**config.mk**
```make
export PLATFORM = sky130hd
export DESIGN_NAME = led_color_sequencer
export DESIGN_NICKNAME = d
export VERILOG_FILES = /design/src/rtl/led_pkg.sv /design/src/rtl/sw_debounce.sv /design/src/rtl/led_color_sequencer.sv
export SDC_FILE = /design/constraint.sdc
export NUM_CORES = 1
export LEC_CHECK = 0
export ABC_AREA = 1
export BUFFER_PORTS_ARGS = -buffer_cell sky130_fd_sc_hd__buf_2
export CAP_MARGIN = 5
export CORE_MARGIN = 1.5
export CORE_UTILIZATION = 45
export CTS_CLUSTER_SIZE = 40
export DETAILED_ROUTE_END_ITERATION = 6
export GPL_TIMING_DRIVEN = 0
export PLACE_DENSITY = 0.65
export SYNTH_ARGS = -nofsm -noshare
export SYNTH_HDL_FRONTEND = slang
export SYNTH_SLANG_ARGS = --single-unit
```
**constraint.sdc**
```tcl
create_clock -name clk -period 2.6 [get_ports clk]
set_input_delay 0.39 -clock clk [delete_from_list [all_inputs] [get_ports clk]]
set_output_delay 0.39 -clock clk [all_outputs]
set_load 0.03 [all_outputs]
```
**src/rtl/led_pkg.sv**
```systemverilog
// rtl/led_pkg.sv - shared mode type and constants for the LED colour sequencer
//
// Contents:
//   mode_e          lighting mode, 2 bits
//   DUTY_W_DEFAULT  default duty width
//   HUE_PHASES      number of colour-wheel segments
//   next_mode()     press order OFF -> BREATHE -> HUE -> FULL -> OFF
package led_pkg;

    typedef enum logic [1:0] {
        MODE_OFF,
        MODE_BREATHE,
        MODE_HUE,
        MODE_FULL
    } mode_e;

    localparam int DUTY_W_DEFAULT = 8;
    localparam int HUE_PHASES     = 6;

    function automatic mode_e next_mode(input mode_e m);
        case (m)
            MODE_OFF:     return MODE_BREATHE;
            MODE_BREATHE: return MODE_HUE;
            MODE_HUE:     return MODE_FULL;
            default:      return MODE_OFF;
        endcase
    endfunction

endpackage

```
**src/rtl/sw_debounce.sv**
```systemverilog
// rtl/sw_debounce.sv - switch synchronizer, tick-paced debouncer and press detector
//
// Ports:
//   clk     system clock
//   rst     asynchronous active-high reset
//   tick    prescaler strobe that paces the debounce counter
//   sw_in   raw asynchronous switch level
//   stable  debounced switch level
//   rise    one-cycle pulse in the cycle after stable goes high
module sw_debounce #(
    parameter int DEBOUNCE_TICKS = 16
) (
    input  logic clk,
    input  logic rst,
    input  logic tick,
    input  logic sw_in,
    output logic stable,
    output logic rise
);

    localparam int CNT_W = $clog2(DEBOUNCE_TICKS + 1);

    logic             sync_0;
    logic             sync_1;
    logic             stable_q;
    logic [CNT_W-1:0] cnt;

    always_ff @(posedge clk or posedge rst) begin
        if (rst) begin
            sync_0   <= 1'b0;
            sync_1   <= 1'b0;
            stable   <= 1'b0;
            stable_q <= 1'b0;
            cnt      <= '0;
        end else begin
            sync_0   <= sw_in;
            sync_1   <= sync_0;
            stable_q <= stable;
            // Any return to the accepted level restarts the qualification window,
            // so a glitch shorter than DEBOUNCE_TICKS ticks is never accepted.
            if (sync_1 == stable) begin
                cnt <= '0;
            end else if (tick) begin
                if (cnt == CNT_W'(DEBOUNCE_TICKS - 1)) begin
                    stable <= sync_1;
                    cnt    <= '0;
                end else begin
                    cnt <= cnt + 1'b1;
                end
            end
        end
    end

    assign rise = stable & ~stable_q;

endmodule

```
**src/rtl/led_color_sequencer.sv**
```systemverilog
// rtl/led_color_sequencer.sv - mode FSM and RGB duty generator feeding the LED PWM stage
//
// Ports:
//   clk                    system clock
//   rst                    asynchronous active-high reset
//   tick                   prescaler strobe
//   sw                     raw user switch, pressed = 1
//   duty_r/duty_g/duty_b   registered channel duties
//   update                 pulse in the cycle any duty output changed
//   mode                   current lighting mode
module led_color_sequencer
    import led_pkg::*;
#(
    parameter int DUTY_W         = DUTY_W_DEFAULT,
    parameter int DEBOUNCE_TICKS = 16,
    parameter int STEP_TICKS     = 4
) (
    input  logic              clk,
    input  logic              rst,
    input  logic              tick,
    input  logic              sw,
    output logic [DUTY_W-1:0] duty_r,
    output logic [DUTY_W-1:0] duty_g,
    output logic [DUTY_W-1:0] duty_b,
    output logic              update,
    output mode_e             mode
);

    localparam logic [DUTY_W-1:0] DMAX = '1;
    localparam int SCNT_W = (STEP_TICKS > 1) ? $clog2(STEP_TICKS) : 1;

    logic sw_stable;
    logic sw_rise;
    logic press;

    sw_debounce #(
        .DEBOUNCE_TICKS(DEBOUNCE_TICKS)
    ) u_debounce (
        .clk   (clk),
        .rst   (rst),
        .tick  (tick),
        .sw_in (sw),
        .stable(sw_stable),
        .rise  (sw_rise)
    );

    // sw_rise already implies sw_stable; the AND only documents the intent.
    assign press = sw_rise & sw_stable;

    // ---------------------------------------------------------------- step pacing
    logic [SCNT_W-1:0] step_cnt;
    logic              step_hit;
    logic              step;

    assign step_hit = tick && (step_cnt == SCNT_W'(STEP_TICKS - 1));
    // A press landing on a step tick wins: the mode changes and no step is taken.
    assign step     = step_hit && !press;

    always_ff @(posedge clk or posedge rst) begin
        if (rst) begin
            step_cnt <= '0;
        end else if (press) begin
            step_cnt <= '0;
        end else if (tick) begin
            step_cnt <= step_hit ? '0 : step_cnt + 1'b1;
        end
    end

    // ---------------------------------------------------------------- mode FSM
    mode_e mode_next;

    always_ff @(posedge clk or posedge rst) begin
        if (rst) begin
            mode <= MODE_OFF;
        end else begin
            mode <= mode_next;
        end
    end

    always_comb begin
        mode_next = mode;
        if (press) begin
            mode_next = next_mode(mode);
        end
    end

    // ---------------------------------------------------------------- animation state
    logic [DUTY_W-1:0] level;
    logic [DUTY_W-1:0] level_n;
    logic              dir_up;
    logic              dir_up_n;
    logic [2:0]        phase;
    logic [2:0]        phase_n;
    logic [DUTY_W-1:0] ramp;
    logic [DUTY_W-1:0] ramp_n;

    always_comb begin
        level_n  = level;
        dir_up_n = dir_up;
        phase_n  = phase;
        ramp_n   = ramp;
        if (press) begin
            // Every mode change restarts both animations from their origin.
            level_n  = '0;
            dir_up_n = 1'b1;
            phase_n  = 3'd0;
            ramp_n   = '0;
        end else if (step) begin
            case (mode)
                MODE_BREATHE: begin
                    // Direction flips on the step that lands on a bound, so
                    // the level peaks at DMAX and bottoms at 0 without wrapping.
                    if (dir_up) begin
                        level_n = level + 1'b1;
                        if (level_n == DMAX) dir_up_n = 1'b0;
                    end else begin
                        level_n = level - 1'b1;
                        if (level_n == '0) dir_up_n = 1'b1;
                    end
                end
                MODE_HUE: begin
                    if (ramp == DMAX) begin
                        ramp_n  = '0;
                        phase_n = (phase == 3'(HUE_PHASES - 1)) ? 3'd0 : phase + 3'd1;
                    end else begin
                        ramp_n = ramp + 1'b1;
                    end
                end
                default: ;
            endcase
        end
    end

    always_ff @(posedge clk or posedge rst) begin
        if (rst) begin
            level  <= '0;
            dir_up <= 1'b1;
            phase  <= 3'd0;
            ramp   <= '0;
        end else begin
            level  <= level_n;
            dir_up <= dir_up_n;
            phase  <= phase_n;
            ramp   <= ramp_n;
        end
    end

    // ---------------------------------------------------------------- duty targets
    // Targets use the next animation values so a step shows on the duty outputs
    // at the same edge. On a press the duties hold; the new mode's colours are
    // registered one clock after mode changes.
    logic [DUTY_W-1:0] r_n;
    logic [DUTY_W-1:0] g_n;
    logic [DUTY_W-1:0] b_n;

    always_comb begin
        r_n = duty_r;
        g_n = duty_g;
        b_n = duty_b;
        if (!press) begin
            case (mode)
                MODE_OFF: begin
                    r_n = '0;
                    g_n = '0;
                    b_n = '0;
                end
                MODE_FULL: begin
                    r_n = DMAX;
                    g_n = DMAX;
                    b_n = DMAX;
                end
                MODE_BREATHE: begin
                    r_n = level_n;
                    g_n = level_n;
                    b_n = level_n;
                end
                MODE_HUE: begin
                    case (phase_n)
                        3'd0:    begin r_n = DMAX;          g_n = ramp_n;        b_n = '0;            end
                        3'd1:    begin r_n = DMAX - ramp_n; g_n = DMAX;          b_n = '0;            end
                        3'd2:    begin r_n = '0;            g_n = DMAX;          b_n = ramp_n;        end
                        3'd3:    begin r_n = '0;            g_n = DMAX - ramp_n; b_n = DMAX;          end
                        3'd4:    begin r_n = ramp_n;        g_n = '0;            b_n = DMAX;          end
                        3'd5:    begin r_n = DMAX;          g_n = '0;            b_n = DMAX - ramp_n; end
                        default: begin r_n = '0;            g_n = '0;            b_n = '0;            end
                    endcase
                end
                default: ;
            endcase
        end
    end

    always_ff @(posedge clk or posedge rst) begin
        if (rst) begin
            duty_r <= '0;
            duty_g <= '0;
            duty_b <= '0;
            update <= 1'b0;
        end else begin
            duty_r <= r_n;
            duty_g <= g_n;
            duty_b <= b_n;
            update <= ({r_n, g_n, b_n} != {duty_r, duty_g, duty_b});
        end
    end

endmodule

```
# [Word level (Yosys, flattened, before mapping)]
# Cells that the tools add are included.
[classes] n_addsub=7 n_eq_ne=15 n_mux=35 n_bitwise=4 n_reduce_logical=15
[op_table] cell="$pmux 8 s4" n=3
[op_table] cell="$mux 8" n=11
[op_table] cell="$pmux 8 s3" n=3
[op_table] cell="$ne 24x24->1" n=1
[op_table] cell="$add 8x1->8 const B" n=2
[op_table] cell="$eq 8x8->1 const B" n=2
[op_table] cell="$mux 3" n=5
[op_table] cell="$mux 5" n=3
[op_table] cell="$eq 3x3->1 const B" n=3
[op_table] cell="$logic_not 8->1" n=1
[op_table] cell="$reduce_bool 2->1" n=4
[op_table] cell="$sub 8x1->8 const B" n=1
[op_table] cell="$sub 8x8->8 const A" n=1
[op_table] cell="$eq 2x2->1 const B" n=3
[op_table] cell="$eq 3x2->1 const B" n=2
[op_table] cell="$mux 1" n=6
[op_table] cell="$mux 2" n=3
[op_table] cell="$pmux 2 s3" n=1
[op_table] cell="$reduce_or 2->1" n=3
[op_table] cell="$add 5x1->5 const B" n=1
[op_table] cell="$eq 5x4->1 const B" n=1
[op_table] cell="$add 3x1->3 const B" n=1
[op_table] cell="$eq 3x1->1 const B" n=1
[op_table] cell="$logic_not 3->1" n=1
[op_table] cell="10 further kinds" n=13
[totals] ff_bits=58 in_bits=4 output_inout_bits=27 word_cells=91

# [Logic depth before layout (Yosys ltp)]
# Gate-level depths: netlist (run 1).
[depth] ltp_word=13 depth_mapped=23 mapped_depth_nobuf=23

# [Cells and area by module]
# Synthesis (run 1) repeated with hierarchy kept, for this count alone.
[hier_totals] cells_unflattened=655 area_unflattened_um2=4473.0
[by_module_without_submodules] module="led_color_sequencer" instances=1 cells_each=607 area_per_inst_um2=4078.9 seq_area_each_um2=1227.4
[by_module_without_submodules] module="sw_debounce" instances=1 cells_each=48 area_per_inst_um2=394.1 seq_area_each_um2=225.2

# [Least setup slack after synthesis (run 1)]
# No wires, ideal clock.
[synth_timing] path_kind="reg2reg" startpoint="reg mode[0]" endpoint="reg update" setup_time_ns=0.119 t_arrival_ns=2.375 required_ns=2.481 slack_ns=0.106 stages_incl_launch_ff=21 n_path_buf=1 synth_period_minus_slack_ns=2.494 cell_sequence="dfrtp_1 > inv_1 > ha_1 > buf_4 > nand2_1 > nor2_2 > nand3_1 > o21bai_1 > nand3_1 > nand2_1 > nand3_1 > nand3_1 > nand2_1 > nand2_1 > nand2_1 > nand3_1 > nand2_1 > nor2_1 > nand2_1 > nor2_1 > nand2_1"
[synth_via] elab_cells_between_ends=33 classes_between="add/sub (1); eq/ne (9); mux (18); reduce/logical (5)"
[synth_rtl] item="start, declared" line_no="led_color_sequencer.sv:26" rtl="output mode_e mode"
[synth_rtl] item="start signal, assigned" line_no="led_color_sequencer.sv:76" rtl="mode <= mode_next;"
[synth_rtl] item="$eq 2x2->1 *" line_no="led_color_sequencer.sv:109" rtl="case (mode)"
[synth_rtl] item="$mux 8 *" line_no="led_color_sequencer.sv:109"
[synth_rtl] item="$mux 8 *" line_no="led_color_sequencer.sv:108" rtl="end else if (step) begin"
[synth_rtl] item="$mux 8 *" line_no="led_color_sequencer.sv:102" rtl="if (press) begin"
[synth_rtl] item="net ramp_n[7]" line_no="led_color_sequencer.sv:95" rtl="logic [DUTY_W-1:0] ramp_n;"
[synth_rtl] item="$sub 8x8->8" line_no="led_color_sequencer.sv:180, led_color_sequencer.sv:182, led_color_sequencer.sv:184"
[synth_rtl] item="$pmux 8 s3" line_no="led_color_sequencer.sv:178" rtl="case (phase_n)"
[synth_rtl] item="$pmux 8 s4" line_no="led_color_sequencer.sv:161" rtl="case (mode)"
[synth_rtl] item="$mux 8" line_no="led_color_sequencer.sv:160" rtl="if (!press) begin"
[synth_rtl] item="$ne 24x24->1 *" line_no="led_color_sequencer.sv:203" rtl="update <= ({r_n, g_n, b_n} != {duty_r, duty_g, duty_b});"
[synth_rtl] item="end signal, assigned" line_no="led_color_sequencer.sv:203"
[synth_rtl] item="end, declared" line_no="led_color_sequencer.sv:25" rtl="output logic update,"
# Mark *: on every way through the listed nets, which the timed path passes. The rest lies on a longest branch.
# A chain may end at the register's enable or synchronous reset.

# [Worst setup path after layout (run 1)]
[layout_timing] startpoint="reg ramp[0]" endpoint="reg update"
[layout_via] elab_chain_cells=11 elab_cells_between_ends=30 classes_between="add/sub (2); eq/ne (7); mux (17); reduce/logical (4)"
[layout_lines] item="start, declared" line_no="led_color_sequencer.sv:94" rtl="logic [DUTY_W-1:0] ramp;"
[layout_lines] item="start signal, assigned" line_no="led_color_sequencer.sv:144" rtl="ramp <= ramp_n;"
[layout_lines] item="branches (longest 10 deep; another with $add 8x1->8)"
[layout_lines] item="$ne 24x24->1 *" line_no="led_color_sequencer.sv:203"
# Every way passes the cells marked *.

==> results.cfg, run 1 <==
[synth]
synth-adder-area-share_pct = 3.04
synth_mux_area_share_pct = 0.221
synth-seq-area-share_pct = 32.1
synth-xor-area-share_pct = 1.36
synth_compound_area_share_pct = 8.05
synth_top_family_by_area = simple AND/OR/NAND/NOR gates
yosys.area_share.simple_pct = 43.8
ys_async_sr_fraction_pct = 100
synth_seq_cells = 58
synth_ff_type = dfrtp_1
syn_avg_cell_area_um2 = 6.79
ys.warnings.count = 0
syn_nets = 681
synth_cells = 666
syn-cell-area_um2 = 4520
synth_edf_count = 0
synth_cell_type_count = 44

[timing]
finalSetupViolations = 1
period_share_pct = 104
maxSlewViolCount = 0
rsz0062_at_grt = yes
clock-skew-final_ns = 0.0126
fmax_ghz = 0.368
finalHoldViolations = 0
slew_headroom_pct = 54.3
min_period_ns = 2.72
max_slew.worst_pin.slew_ns = 0.685
fin_ws_ns = -0.116

[grt]
track_usage_pct = 25.2
grt_max_degree = 31
globalRouteOverflowTotal = 0
grt_pass1_vias = 4394
antenna_found_initial = 0
grt_pass1_wl_mm = 20.5

[routing]
route.detailed.drc = 0
wl_mm = 12.8
routed_via_density = 5.28
wire_per_inst_um = 14.8
vias = 4559
antenna_left = 0
initialDrtViolationCount = 238
first_pass_iters = 4

[worst_setup_path]
reg2reg_setup_slack_ns = -0.12
required_ns = 2.83
endpoint_kind = flip-flop
r2r_cells = 20
critPathMaxFanout = 8
critical_path_class = flip-flop to flip-flop
start_kind = flip-flop
arrival_ns = 2.95
r2r_start = ramp[0]
r2r_end = update

[final_layout]
final_cell_mix = nand2_1, nand3_1, inv_1, dfrtp_1, o21ai_0
final_common_cell = nand2_1
seq_area_um2 = 1450
final_cells = 863
areaGrowthSynthToFinish_pct = 17.8
multiInputGateArea_um2 = 2670
antenna_cells = 0
drive_gt1_share_pct = 21.8
n_fill_cell = 988
layout.nets = 740

[power_and_ir_drop]
leakagePower_nw = 2.77
power_mw = 1.94
power_density_nw_per_um2 = 364
peakVddDrop_uv = 210

[place]
gp_congestion = 0.927
dp_hpwl_mm = 9.24
port_buffers = 29
dp.cells = 829
pre_cts_slack_ns = -0.354

[floorplanning]
initial_utilization_pct = 46.2
num_io_pins = 31
fp.dieW_um = 103
dieHeight_um = 103
row_count = 36
core_um2 = 9770
die_area_um2 = 10700

[clock_network]
clk_pin_slew_ns = 0.07
hold_buffers = 0
cts_tree = done
cts.sink_count = 58
clk_latency_ns = 0.34
cts_root_buffer = clkbuf_8
cts_buffers = 9
clock_path_buffers = 2
ctsHtreeMaxLevel = 3

[run_status]
violations = setup timing
status = finished with violations

[min_path]
hold_class = input port to async pin

[flow_run]
maxCapViolCount = 0
-- cell usage after synthesis (2+ instances only) --
cell	count	area share, %
nand3_4	2	0.77
buf_2	6	0.66
nand3_2	3	0.66
ha_1	11	3.0
nand4_1	10	1.4
dfrtp_1	57	32
nor2_4	7	1.7
inv_1	83	6.9
o211ai_1	3	0.50
o21ai_2	3	0.58
o21ai_0	36	4.0
buf_8	3	1.0
nor2_8	2	0.89
xnor2_1	3	0.58
nor2_1	34	2.8
inv_4	2	0.28
nand2_8	2	0.89
clkbuf_1	9	0.75
xor2_1	4	0.77
nand2_2	8	1.1
nor2_2	3	0.42
nand2_4	7	1.7
nand3_1	125	14
a21oi_1	12	1.3
o21bai_1	2	0.33
nand2_1	203	17
nor3_1	3	0.33
inv_2	4	0.33
buf_4	4	0.66
-- power by group --
group	switching [mW]	internal [mW]	total (mW)	leakage [nW]
Clock	0.387	0.466	0.852	0.0953
Sequential	0.0186	0.922	0.941	0.790
Combinational	0.0850	0.0579	0.143	1.88
Total	0.490	1.45	1.94	2.77
-- worst max-delay path: stages, from the launching register on --
cell,delay [ns]
dfrtp_1,0.38
ha_2,0.22
inv_2,0.06
nor2_4,0.18
nand3_4,0.13
o21ai_2,0.15
nand3_2,0.12
buf_12,0.18
nor2_4,0.15
buf_4,0.14
nand2_1,0.07
o211ai_1,0.14
nand2_1,0.13
nand3_1,0.08
nand2_1,0.05
inv_1,0.04
nand2_1,0.04
nor2_1,0.11
nand2_1,0.06
nor2_1,0.10
nand2_1,0.07
-- cell families after synthesis --
family | Yosys count
compound gates | 63
xor+xnor | 7
fa+ha+maj | 11
buf+inv | 115
flops | 58
mux | 1
simple gates | 411
-- what timing repair did --
action	4_1_cts	5_1_grt
resized for setup	27	21
setup buffers	11	8
endpoints found under the setup margin	1	14
pin swaps	6	6
-- worst max path at each step --
stage,start,endpoint,slack (ns),cells past startpoint
finish,ramp[0],update,-0.12,20
global route,mode[0],update,-0.32,21
CTS,step_cnt[0],update,-0.02,23
detailed placement,mode[0],update,-0.35,22
global placement,mode[0],update,-0.28,22
floorplan,mode[0],update,0.11,20
-- final cells by class --
class	count	share of cell area (%)
Sequential cell	58	27.3
Timing Repair Buffer	49	5.78
Multi-Input combinational cell	493	50.1
Clock buffer	11	2.66
Buffer	24	3.60
Clock inverter	5	1.03
Tap cell	133	3.13
Inverter	90	6.44
-- metal layers --
layer,vias up,wire length [µm],GRT usage [%],part of all wire [%]
met4,0,359,9.88,2.8
met1,2111,5620,32.2,44
met3,37,563,4.03,4.4
li1,2268,-,-,-
met5,-,0,0,0
met2,143,6240,42.8,49
-- metrics by stage --
stage / area, µm² / hold WS (ns) / setup TNS (ns) / util, %
final: 5320 / 0.146 / -0.116 / 54.5
after global routing: 5320 / 0.134 / -0.316 / 54.5
after CTS: 5200 / 0.146 / -0.0219 / 53.2
after detailed placement: 4850 / 0.336 / -0.354 / 49.6
after global placement: 4830 / 0.335 / -4.17 / 49.4
after floorplan: 4520 / 0.331 / 0 / -
-- flip-flops by register name (all words and copies together), names as in the netlist --
signal               flops
dir_up                   1
u_debounce.sync_0        1
u_debounce.sync_1        1
duty_g                   8
phase                    3
mode                     2
u_debounce.stable        1
u_debounce.cnt           5
step_cnt                 2
level                    8
duty_r                   8
ramp                     8
duty_b                   8
u_debounce.stable_q      1
update                   1
No activity file was read; power rests on OpenSTA's default activity.
==> run 2, diff against run 1 <==
CELL_PAD_IN_SITES_DETAIL_PLACEMENT = 0   (was unset)
CELL_PAD_IN_SITES_GLOBAL_PLACEMENT = 1   (was unset)
CORE_UTILIZATION = 44   (was 45)
PLACE_DENSITY = 0.83   (was 0.65)
SLEW_MARGIN = 40   (was unset)
==> run 2 against run 1 <==
Effect of this change:
- the run still ends with setup timing left
- core utilization grew 1.1 points
- maximum frequency increased by 1.9%
- critical path depth did not move
- cell count increased by 0.70%
- sequential share of layout area fell by 0.75 points
- sequential cell count stayed put
- count of clock-buffer cells in the layout grew 2
- clock power down 10%
- first-iteration DRC count grew 33%
- die area grew 2.2%
==> results.cfg, run 2 (synthesis results as in run 1) <==
[worst_setup_path]
path_delay_family = simple AND/OR/NAND/NOR gates
cp_num_buf_inv = 4
critical_path_class = flip-flop to flip-flop
max_stage_delay_ns = 0.36
crit_path_top_delay_cell = dfrtp_1
endpoint_kind = flip-flop
arrival_ns = 2.90
cp_common_cell = nand2_1
required_ns = 2.83
critPathMaxFanout = 5
start_kind = flip-flop
crit_chain = ha_2 -> inv_2 -> nor2_4 -> nand3_4 -> o21ai_4 -> nand3_4 -> buf_12 -> nor2_4 -> buf_4 -> nand2_1 -> o211ai_1 -> nand2_1 -> nand3_1 -> nand2_1 -> inv_1 -> nand2_1 -> nor2_1 -> nand2_1 -> nor2_1 -> nand2_1

[floorplanning]
num_io_pins = 31
die_area_um2 = 10900
dieHeight_um = 104
initial_utilization_pct = 45.8
fp.dieW_um = 104
core_um2 = 9860
row_count = 36

[grt]
grt_pass1_vias = 4219
track_usage_pct = 24.0
globalRouteOverflowTotal = 0
antenna_found_initial = 0
grt_pass1_wl_mm = 20.8
grt_max_degree = 31

[routing]
vias = 4566
initialDrtViolationCount = 317
wl_mm = 13.0
first_pass_iters = 5
routed_via_density = 5.25
antenna_left = 0
wire_per_inst_um = 14.9
route.detailed.drc = 0

[clock_network]
cts_buffers = 9
cts_root_buffer = clkbuf_8
clock_path_buffers = 2
cts.sink_count = 58
ctsHtreeMaxLevel = 3
cts_tree = done
clk_latency_ns = 0.35
clk_pin_slew_ns = 0.07

[flow_run]
maxCapViolCount = 0

[place]
port_buffers = 29
dp_hpwl_mm = 9.44
gp_congestion = 0.875
dpl_cell_area_um2 = 4850

[final_layout]
multiInputGateArea_um2 = 2750
n_fill_cell = 1002
seq_area_um2 = 1460
layout.nets = 746
final_area_um2 = 5480
final_cell_mix = nand2_1, nand3_1, inv_1, dfrtp_1
areaGrowthSynthToFinish_pct = 21.2
final_common_cell = nand2_1
drive_gt1_share_pct = 25.7
antenna_cells = 0

[timing]
finalSetupViolations = 1
rsz0062_at_grt = yes
holdWs_ns = 0.0202
fmax_ghz = 0.375
fin_ws_ns = -0.0638
period_share_pct = 102
clock-skew-final_ns = 0.0107
max_slew.worst_pin.slew_ns = 0.572
maxSlewViolCount = 0
slew_headroom_pct = 61.9
finalHoldViolations = 0
min_period_ns = 2.66

[power_and_ir_drop]
power_mw = 1.85
peakVddDrop_uv = 200
leakagePower_nw = 2.81
power_density_nw_per_um2 = 337

[min_path]
hold_class = input port to async pin

[run_status]
violations = setup timing
status = finished with violations
[run 2: cell types whose count changed in the layout (fill, tap and decap cells not counted), sizes merged]
cell      change
clkbuf        +3
buf           +5
clkinv        +1
bufinv        -1
clkinvlp      -2
[run 2: layout make-up]
cell class | instances | area share, %
buffer | 24 | 3.65
inverter | 90 | 6.39
timing repair buffer | 55 | 6.99
sequential | 58 | 26.6
multi-input combinational | 493 | 50.2
clock inverter | 3 | 0.274
clock buffer | 13 | 2.90
tap | 133 | 3.04
[run 2: final timing paths]
path	cells after the start	slack, ns	startpoint	to
min reg2reg	0	0.35	u_debounce.sync_0	u_debounce.sync_1
max	20	-0.06	ramp[0]	update
max reg2reg	20	-0.06	ramp[0]	update
min in group clk	1	0.15	sw	u_debounce.sync_0
max in group asynchronous	3	2.08	rst	duty_g[5]
min	2	0.02	rst	ramp[6]
[run 2: power breakdown]
part	leakage (nW)	switching, mW	internal [mW]
combinational	1.92	0.0904	0.0554
clock	0.0932	0.373	0.394
sequential	0.789	0.0112	0.922
[run 2: metrics by stage]
stage / TNS (ns) / utilization (%) / std cells / worst slack [ns]
6_report: -0.0638 / 55.5 / 869 / -0.0638
5_1_grt: -0.249 / 55.5 / 869 / -0.249
4_1_cts: 0 / 52.5 / 859 / 0.00346
3_5_place_dp: -0.311 / 49.2 / 829 / -0.311
3_3_place_gp: -3.63 / 49.0 / 828 / -0.264
2_1_floorplan: 0 / - / 666 / 0.106
[run 2: timing repair]
item | CTS | global route
hold endpoints to repair | 0 | 0
resized for setup | 17 | 60
gates cloned | 0 | 1
hold buffers | 0 | 0
setup buffers | 14 | 10
setup endpoints to repair | 1 | 21
pin swaps | 7 | 25
[run 2: layer usage]
| layer | vias to the layer above | global-route usage, % | routed length [µm] |
|---|---|---|---|
| met5 | - | 0 | 0 |
| met4 | 0 | 6.55 | 182 |
| met3 | 15 | 4.20 | 488 |
| met2 | 101 | 40.9 | 6550 |
| met1 | 2180 | 31.1 | 5770 |
| li1 | 2270 | - | - |
